--- src/rtl/l1_msi_cache_2way.sv ---
// L1 data cache: 2-way set-associative, 1-byte lines, MSI, LRU.
// Shared-bus req/ack for misses/upgrades/writebacks; snoop port.
module l1_msi_cache_2way #(
  parameter int SETS   = 4,
  parameter int ADDR_W = 16,
  parameter int DATA_W = 8
) (
  input  logic              clk,
  input  logic              rst_n,
  input  logic              read,
  input  logic              write,
  input  logic [ADDR_W-1:0] address,
  input  logic [DATA_W-1:0] write_data,
  output logic [DATA_W-1:0] fetched_data,
  output logic              core_stall,
  output logic              core_done,
  output logic              bus_req,
  output logic [1:0]        bus_op,
  output logic [ADDR_W-1:0] bus_addr,
  output logic [DATA_W-1:0] bus_wdata,
  input  logic              bus_ack,
  input  logic [DATA_W-1:0] bus_rdata,
  input  logic              snoop_valid,
  input  logic [1:0]        snoop_op,
  input  logic [ADDR_W-1:0] snoop_addr,
  output logic              snoop_flush,
  output logic [DATA_W-1:0] snoop_data
);

  localparam int IW = $clog2(SETS);
  localparam int TW = ADDR_W - IW;

  localparam logic [1:0] ST_I = 2'd0;
  localparam logic [1:0] ST_S = 2'd1;
  localparam logic [1:0] ST_M = 2'd2;

  localparam logic [1:0] OP_RD  = 2'b01;
  localparam logic [1:0] OP_RDX = 2'b10;
  localparam logic [1:0] OP_WB  = 2'b11;

  typedef enum logic [2:0] {
    S_IDLE,
    S_LOOKUP,
    S_WB,
    S_FILL,
    S_UPG,
    S_RESP
  } state_e;

  state_e state_q, state_d;

  logic [ADDR_W-1:0] addr_q, addr_d;
  logic [DATA_W-1:0] wdata_q, wdata_d;
  logic              wr_q, wr_d;
  logic              way_q, way_d;

  logic [TW-1:0]     tag_q [2][SETS];
  logic [TW-1:0]     tag_d [2][SETS];
  logic [DATA_W-1:0] dat_q [2][SETS];
  logic [DATA_W-1:0] dat_d [2][SETS];
  logic [1:0]        st_q  [2][SETS];
  logic [1:0]        st_d  [2][SETS];
  logic [SETS-1:0]   lru_q, lru_d;

  logic [IW-1:0] idx;
  logic [TW-1:0] tag;
  logic [1:0]    hit;
  logic          hit_way;
  logic          vict;

  logic [IW-1:0] sidx;
  logic [TW-1:0] stag;
  logic [1:0]    shit;
  logic          sway;
  logic          sany;
  logic [1:0]    sst;

  assign idx = addr_q[IW-1:0];
  assign tag = addr_q[ADDR_W-1:IW];

  always_comb begin
    for (int w = 0; w < 2; w++) begin
      hit[w] = (st_q[w][idx] != ST_I) &&
               (tag_q[w][idx] == tag);
    end
  end

  assign hit_way = !hit[0];

  // Prefer the lowest invalid way; only fall back to LRU when full.
  assign vict = (st_q[0][idx] == ST_I) ? 1'b0 :
                (st_q[1][idx] == ST_I) ? 1'b1 :
                lru_q[idx];

  assign sidx = snoop_addr[IW-1:0];
  assign stag = snoop_addr[ADDR_W-1:IW];

  always_comb begin
    for (int w = 0; w < 2; w++) begin
      shit[w] = (st_q[w][sidx] != ST_I) &&
                (tag_q[w][sidx] == stag);
    end
  end

  assign sway = !shit[0];
  assign sany = |shit;
  assign sst  = st_q[sway][sidx];

  assign snoop_flush = snoop_valid && sany &&
                       (sst == ST_M) &&
                       ((snoop_op == OP_RD) ||
                        (snoop_op == OP_RDX));
  assign snoop_data  = snoop_flush ? dat_q[sway][sidx]
                                   : '0;

  assign core_stall = (state_q != S_IDLE);

  always_comb begin
    state_d      = state_q;
    addr_d       = addr_q;
    wdata_d      = wdata_q;
    wr_d         = wr_q;
    way_d        = way_q;
    tag_d        = tag_q;
    dat_d        = dat_q;
    st_d         = st_q;
    lru_d        = lru_q;
    bus_req      = 1'b0;
    bus_op       = 2'b00;
    bus_addr     = '0;
    bus_wdata    = '0;
    core_done    = 1'b0;
    fetched_data = '0;

    // Snoop first so a same-cycle local update overrides it.
    if (snoop_valid && sany) begin
      if (snoop_op == OP_RD && sst == ST_M) begin
        st_d[sway][sidx] = ST_S;
      end else if (snoop_op == OP_RDX) begin
        st_d[sway][sidx] = ST_I;
      end
    end

    case (state_q)
      S_IDLE: begin
        if (read || write) begin
          addr_d  = address;
          wdata_d = write_data;
          wr_d    = write;
          state_d = S_LOOKUP;
        end
      end
      S_LOOKUP: begin
        if (|hit) begin
          way_d = hit_way;
          if (!wr_q) begin
            state_d = S_RESP;
          end else if (st_q[hit_way][idx] == ST_M) begin
            dat_d[hit_way][idx] = wdata_q;
            state_d = S_RESP;
          end else begin
            state_d = S_UPG;
          end
        end else begin
          way_d   = vict;
          state_d = (st_q[vict][idx] == ST_M) ? S_WB
                                              : S_FILL;
        end
      end
      S_WB: begin
        bus_req   = 1'b1;
        bus_op    = OP_WB;
        bus_addr  = {tag_q[way_q][idx], idx};
        bus_wdata = dat_q[way_q][idx];
        if (bus_ack) begin
          st_d[way_q][idx] = ST_I;
          state_d = S_FILL;
        end
      end
      S_FILL: begin
        bus_req  = 1'b1;
        bus_op   = wr_q ? OP_RDX : OP_RD;
        bus_addr = addr_q;
        if (bus_ack) begin
          tag_d[way_q][idx] = tag;
          dat_d[way_q][idx] = wr_q ? wdata_q : bus_rdata;
          st_d[way_q][idx]  = wr_q ? ST_M : ST_S;
          state_d = S_RESP;
        end
      end
      S_UPG: begin
        bus_req  = 1'b1;
        bus_op   = OP_RDX;
        bus_addr = addr_q;
        if (bus_ack) begin
          if (st_q[way_q][idx] == ST_S) begin
            dat_d[way_q][idx] = wdata_q;
            st_d[way_q][idx]  = ST_M;
            state_d = S_RESP;
          end else begin
            state_d = S_FILL;
          end
        end
      end
      S_RESP: begin
        core_done    = 1'b1;
        fetched_data = dat_q[way_q][idx];
        lru_d[idx]   = ~way_q;
        state_d      = S_IDLE;
      end
      default: state_d = S_IDLE;
    endcase
  end

  always_ff @(posedge clk or negedge rst_n) begin
    if (!rst_n) begin
      state_q <= S_IDLE;
      addr_q  <= '0;
      wdata_q <= '0;
      wr_q    <= 1'b0;
      way_q   <= 1'b0;
      lru_q   <= '0;
      for (int w = 0; w < 2; w++) begin
        for (int s = 0; s < SETS; s++) begin
          tag_q[w][s] <= '0;
          dat_q[w][s] <= '0;
          st_q[w][s]  <= ST_I;
        end
      end
    end else begin
      state_q <= state_d;
      addr_q  <= addr_d;
      wdata_q <= wdata_d;
      wr_q    <= wr_d;
      way_q   <= way_d;
      lru_q   <= lru_d;
      tag_q   <= tag_d;
      dat_q   <= dat_d;
      st_q    <= st_d;
    end
  end

endmodule
--- config.mk ---
export PLATFORM = sky130hd
export DESIGN_NAME = l1_msi_cache_2way
export DESIGN_NICKNAME = d
export VERILOG_FILES = /design/src/rtl/l1_msi_cache_2way.sv
export SDC_FILE = /design/constraint.sdc
export NUM_CORES = 1
export LEC_CHECK = 0
export ABC_CLOCK_PERIOD_IN_PS = 3000
export BUFFER_PORTS_ARGS = -buffer_cell sky130_fd_sc_hd__buf_2
export CORE_MARGIN = 10
export CORE_UTILIZATION = 56
export CTS_BUF_LIST = sky130_fd_sc_hd__clkbuf_16
export DETAILED_ROUTE_END_ITERATION = 7
export GPL_TIMING_DRIVEN = 0
export HOLD_SLACK_MARGIN = 0.12
export PLACE_DENSITY_LB_ADDON = 0.15
export SLEW_MARGIN = 15
export SYNTH_ARGS = -nofsm -noshare
export SYNTH_HDL_FRONTEND = slang
export SYNTH_SLANG_ARGS = --single-unit
--- constraint.sdc ---
create_clock -name clk -period 3 [get_ports clk]
set_input_delay 0.15 -clock clk [delete_from_list [all_inputs] [get_ports clk]]
set_output_delay 0.15 -clock clk [all_outputs]
set_load 0.02 [all_outputs]
==> flow_summary.toml, run 1 <==
[sta]
tightest_slew_ns = 1.24
rsz0062_at_grt = "true"
final-max-slew-violation-count = 0
finalCritPeriodShare_pct = 131
finalSetupViolCount = 110
hold_viol_final = 0
finalClockSkew_ns = 0.0350
period_needed_ns = 3.94
max_freq_mhz = 254
slew_headroom_pct = 17.3
setup_ws_ns = -0.941

[clocking]
cts_buffer_depth = 3
cts.htree.levels = 1
insertion_delay_ns = 0.57
numCtsBuffers = 26
clk_pin_slew_ns = 0.07
root_buffer = "clkbuf_16"
cts_sinks = 225
cts_tree = "done"

[synthesis]
synthTopCellsByCount = "dfrtp_1 (225), mux2_2 (136), nor2_1 (100), o21ai_0 (96), nand2_1 (88)"
async_flop_share_pct = 100
synth_warnings = 0
synth_edf_count = 0
synth_area_sq_mm = 0.0149
synth_cells = 1424
ys_ff_latch = 225
postSynthAreaPerCell_sq_um = 10.4
synth-main-ff-cell = "dfrtp_1"
syn_nets = 1482
synth_most_common_cell = "dfrtp_1"
ys_types = 81
synth_top_area_share_pct = 37.8
synth_seq_area_share_pct = 37.8
synthTopCellsByArea = "dfrtp_1 (38%), mux4_2 (10%), mux2_2 (10%), o21ai_0 (3.2%), mux2i_1 (2.8%)"
synth_largest_area_cell = "dfrtp_1"

[setup_path]
path_max_fanout = 7
critPathBufInv = 5
cp_slowest_stage_delay_ns = 0.55
cp-startpoint = "tag_q[72]"
crit_family = "simple AND/OR/NAND/NOR gates"
cpMostUsedCell = "buf_6"
slowest_stage = "mux4_2"
cp_data_required_time_ns = 2.85
crit_type = "reg2out"
cp_cell_sequence = "mux4_2 > xnor2_4 > nand3_2 > nor4_4 > buf_6 > buf_6 > nand2b_4 > buf_8 > buf_6 > o22ai_1 > or4_4 > nor2_4 > buf_6"
crit_arrival_ns = 3.79
startpoint_type = "flop"
timing.rr.start = "addr_q[0]"
endpoint_kind = "output port"

[floorplan]
initial_core_util_pct = 56.9
coreArea_sq_mm = 0.0261
fp.dieH_um = 183
die_w_um = 183
die-area_sq_mm = 0.0335
std_cell_rows = 59
ios = 102

[routing]
drc = 1
via_per_inst = 7.56
drt-total-wl_mm = 70.4
firstDrtPassIters = 8
highest_layer = "met4"
wl_met3_mm = 9.08
drtIter0Drc = 2683
via_count = 15800
met2WireLength_mm = 30.9
postRouteAntennaNets = 0
routedWlPerCell_um = 33.8
wirelength_met1_mm = 24.1

[power_and_ir_drop]
power.leakage_nw = 8.49
power_mw = 23.6
peakVddDrop_mv = 0.807
power_density_mw_per_mm2 = 1140

[global_route]
grt.total_usage_pct = 39.7
grt_pass1_wl_mm = 99.8
grt.overflow.total = 0
grt_pass1_vias = 15200
grt_max_degree = 84
antenna_found_initial = 0

[place]
post-dp-hpwl_mm = 45.1
placed_area_sq_mm = 0.0159
place_ws_ns = -1.78
port_buffers = 98
routabilityCongestion = 1.03

[cells_and_area]
drive_gt1_share_pct = 45.8
multi_input_area_sq_mm = 0.0101
diodes = 0
post-route-cell-area_sq_mm = 0.0207
area_delta_synth_final_pct = 39.2
nNetsFinal = 1788
fillers = 1631
area.sequential_sq_mm = 0.00563

[status]
status = "complete, but fails checks"
violations = "DRC, setup timing"

[flow_run]
drv_cap = 0

[worst_hold_path]
hold_path_class = "in2async"
==> layout by cell type (no fill, tap or decap), types with 30 or more instances in the layout <==
cell type,n
mux4_2,69
buf_12,31
o21ai_0,73
o22ai_1,36
mux2_2,136
nand2_1,72
buf_2,70
buf_6,55
nor2_1,64
dfrtp_1,223
buf_4,123
mux2i_1,39
a31oi_1,30
clkbuf_1,31
==> power breakdown <==
group	total (mW)	switching [mW]	internal, mW
clock network	3.30	1.39	1.92
registers	5.76	1.55	4.21
logic	14.6	8.20	6.37
total	23.6	11.1	12.5
==> what timing repair did <==
| item | CTS | global route |
|---|---|---|
| endpoints found under the setup margin | 236 | 163 |
| hold endpoints to repair | 252 | 0 |
| gates resized for setup | 406 | 163 |
| pin swaps | 67 | 64 |
| hold buffers | 28 | 0 |
| gates cloned | 11 | 0 |
| setup buffers | 91 | 66 |
==> state kept, by name, summed over array words and instances (netlist names) <==
signal,cells
wr_q,1
dat_q,64
lru_q,4
addr_q,16
tag_q,112
st_q,16
state_q,3
way_q,1
wdata_q,8
==> worst register-to-register path, stage by stage, from the launching register on <==
cell and delay (ns):
dfrtp_2 0.44, buf_12 0.18, buf_12 0.18, mux4_2 0.53, xnor2_1 0.29, nand4_1 0.30, nor4_4 0.37, buf_4 0.21
a31oi_4 0.07, o22ai_4 0.28, buf_6 0.18, nand2_8 0.10, buf_8 0.16, o32a_1 0.30
==> area by class of cell <==
cell class              instances  share of cell area [%]
inverters                      24                   0.441
repair buffers                289                    12.7
plain buffers                 109                    4.65
clock buffers                  26                    3.14
multi-input cells            1055                    48.7
flip-flops and latches        225                    27.2
clock inverters                21                    1.05
well taps                     335                    2.02
==> layer usage <==
metal / track usage (%) / vias to the layer above
met5: 0 / -
met4: 28.8 / 0
met3: 10.5 / 484
met2: 60.3 / 1503
met1: 48.3 / 7666
li1: - / 6100
==> per-stage QoR <==
stage | TNS (ns) | cells | util, % | hold slack (ns)
detailed placement | -237.19 | 1860 | 61.0 | 0.140
floorplan | -0.0995 | 1424 | - | -0.146
global placement | -738.83 | 1857 | 60.7 | 0.354
finish | -53.60 | 2084 | 79.2 | 0.149
CTS | -32.45 | 2029 | 75.2 | 0.127
global route | -55.68 | 2084 | 79.2 | 0.210
==> kinds of logic after synthesis <==
| group | share of synthesized area [%] |
|---|---|
| mux | 23.7 |
| xor+xnor | 3.52 |
| buf+inv | 4.48 |
| fa+ha+maj | 0.168 |
| simple gates | 11.1 |
| compound gates | 19.1 |
| flops | 37.8 |
==> worst paths after layout <==
check	endpoint	slack [ns]	depth (start not counted)
hold / removal	st_q[5]	0.15	2
setup reg to reg	dat_q[25]	-0.75	13
max in group asynchronous	wdata_q[2]	2.02	3
setup / recovery	snoop_data[7]	-0.94	13
min in group clk	st_q[4]	0.18	5
hold reg to reg	lru_q[1]	0.52	2
Power figures use the tool's default switching activity.
==> run 2: changes to the inputs <==
CTS_BUF_LIST = unset   (was sky130_fd_sc_hd__clkbuf_16)
==> flow_summary.toml, run 2 (same netlist as run 1, synthesis figures left out) <==
[status]
status = "complete, but fails checks"
violations = "setup timing"

[flow_run]
drv_cap = 0

[power_and_ir_drop]
power_density_mw_per_mm2 = 1150
power_mw = 24.2
power.leakage_nw = 8.57
peakVddDrop_mv = 0.864

[place]
port_buffers = 98
post-dp-hpwl_mm = 45.1
placedCellCount = 1860
routabilityCongestion = 1.03
placed_area_sq_mm = 0.0159
place_ws_ns = -1.78

[setup_path]
cpMostUsedCell = "buf_6"
cp_data_required_time_ns = 2.85
reg2reg_to = "dat_q[8]"
crit_arrival_ns = 3.77
crit_family = "simple AND/OR/NAND/NOR gates"
reg2reg_depth = 14
cp_cell_sequence = "mux4_2 > xnor2_1 > nand4_1 > nor4_4 > buf_6 > buf_8 > or2_4 > o22ai_2 > or4_4 > nor2_4 > buf_6"
slowest_stage = "or4_4"
crit_type = "reg2out"
r2r_setup_slack_ns = -0.85
path_max_fanout = 7
cp_slowest_stage_delay_ns = 0.56
endpoint_kind = "output port"
startpoint_type = "flop"
timing.rr.start = "addr_q[0]"
critPathBufInv = 3

[floorplan]
fp.dieH_um = 183
ios = 102
std_cell_rows = 59
die_w_um = 183
die-area_sq_mm = 0.0335
initial_core_util_pct = 56.9
coreArea_sq_mm = 0.0261

[global_route]
grt_pass1_vias = 15300
grt.total_usage_pct = 39.8
antenna_found_initial = 0
grt.overflow.total = 0
grt_max_degree = 84
grt_pass1_wl_mm = 99.9

[clocking]
root_buffer = "clkbuf_16"
cts_sinks = 225
clk_pin_slew_ns = 0.06
insertion_delay_ns = 0.58
cts.htree.levels = 1
cts_tree = "done"
numCtsBuffers = 26
cts_buffer_depth = 3

[sta]
max_freq_mhz = 255
tightest_slew_ns = 1.33
worst_hold_slack_ns = 0.149
final-max-slew-violation-count = 0
setup_tns_ns = -63.86
slew_headroom_pct = 11.3
period_needed_ns = 3.92
finalClockSkew_ns = 0.0401
finalSetupViolCount = 140
hold_viol_final = 0
rsz0062_at_grt = "true"
setup_ws_ns = -0.923
finalCritPeriodShare_pct = 131

[cells_and_area]
top_regs = "tag_q: 112 flops, dat_q: 64 flops"
area_delta_synth_final_pct = 40.7
drive_gt1_share_pct = 47.1
final_cell_mix = "dfrtp_1 (224), mux2_2 (136), buf_4 (120), o21ai_0 (75), buf_2 (71)"
final_common_cell = "dfrtp_1"
largest_register_ffs = 112
nNetsFinal = 1791
post-route-cell-area_sq_mm = 0.0209
fin_cells = 2088
largest-register = "tag_q"
post-route-util_pct = 80.1
fillers = 1563

[worst_hold_path]
hold_path_class = "in2async"

[routing]
via_count = 15800
drt-total-wl_mm = 71.6
postRouteAntennaNets = 0
drc = 0
routedWlPerCell_um = 34.3
firstDrtPassIters = 7
drtIter0Drc = 2452
via_per_inst = 7.57
[run 2: changes by cell type in the layout (fill, tap and decap cells not counted), sizes merged]
| cell | delta |
|---|---|
| inv | -8 |
| clkinv | -5 |
| diode | +1 |
| clkbuf | +5 |
| buf | +11 |
[run 2: layout make-up]
class | instances | area (sq um) | area share (%)
inverter | 24 | 104 | 0.496
antenna | 1 | 2.50 | 0.0120
multi-input combinational | 1055 | 10100 | 48.5
sequential | 225 | 5630 | 26.9
timing repair buffer | 294 | 2690 | 12.8
tap | 335 | 419 | 2.00
buffer | 107 | 1010 | 4.82
clock buffer | 39 | 759 | 3.63
clock inverter | 8 | 169 | 0.807
[run 2: worst max path at each step]
stage | from | to | slack (ns) | depth (start not counted)
global placement | rst_n | tag_q[15] | -2.27 | 1
finish | tag_q[102] | snoop_data[0] | -0.92 | 11
global route | tag_q[60] | snoop_data[0] | -0.99 | 11
detailed placement | snoop_addr[1] | snoop_data[6] | -1.78 | 13
floorplan | addr_q[1] | dat_q[53] | -0.06 | 12
CTS | tag_q[91] | snoop_data[4] | -0.77 | 11
[run 2: power by group]
part | total [mW] | internal (mW) | switching (mW) | leakage, nW
Sequential | 5.80 | 4.21 | 1.59 | 2.87
Clock | 3.49 | 2.10 | 1.39 | 0.452
Combinational | 14.9 | 6.51 | 8.36 | 5.25
[run 2: per-layer routing]
layer  vias to the layer above  GRT usage [%]  wire length [um]
li1                       6113              -                 -
met1                      7679           47.5             23800
met2                      1530           60.5             31400
met3                       486           12.1              9690
met4                         0           28.7              6690
met5                         -              0                 0
[run 2: worst register-to-register path, delay by kind of cell (launching register included)]
| family | cells | cell delay [ns] |
|---|---|---|
| xor+xnor | 1 | 0.27 |
| mux | 1 | 0.55 |
| flops | 1 | 0.46 |
| simple gates | 3 | 0.94 |
| buf+inv | 6 | 0.88 |
| compound gates | 3 | 0.63 |
[run 2: timing repair]
action                                  CTS  global route
endpoints found under the setup margin  236           180
gates resized for setup                 409           222
endpoints found under the hold margin   252             0
cloned                                   11             1
pin swaps                                69            67
buffers inserted                         94            67
hold buffers                             28             0
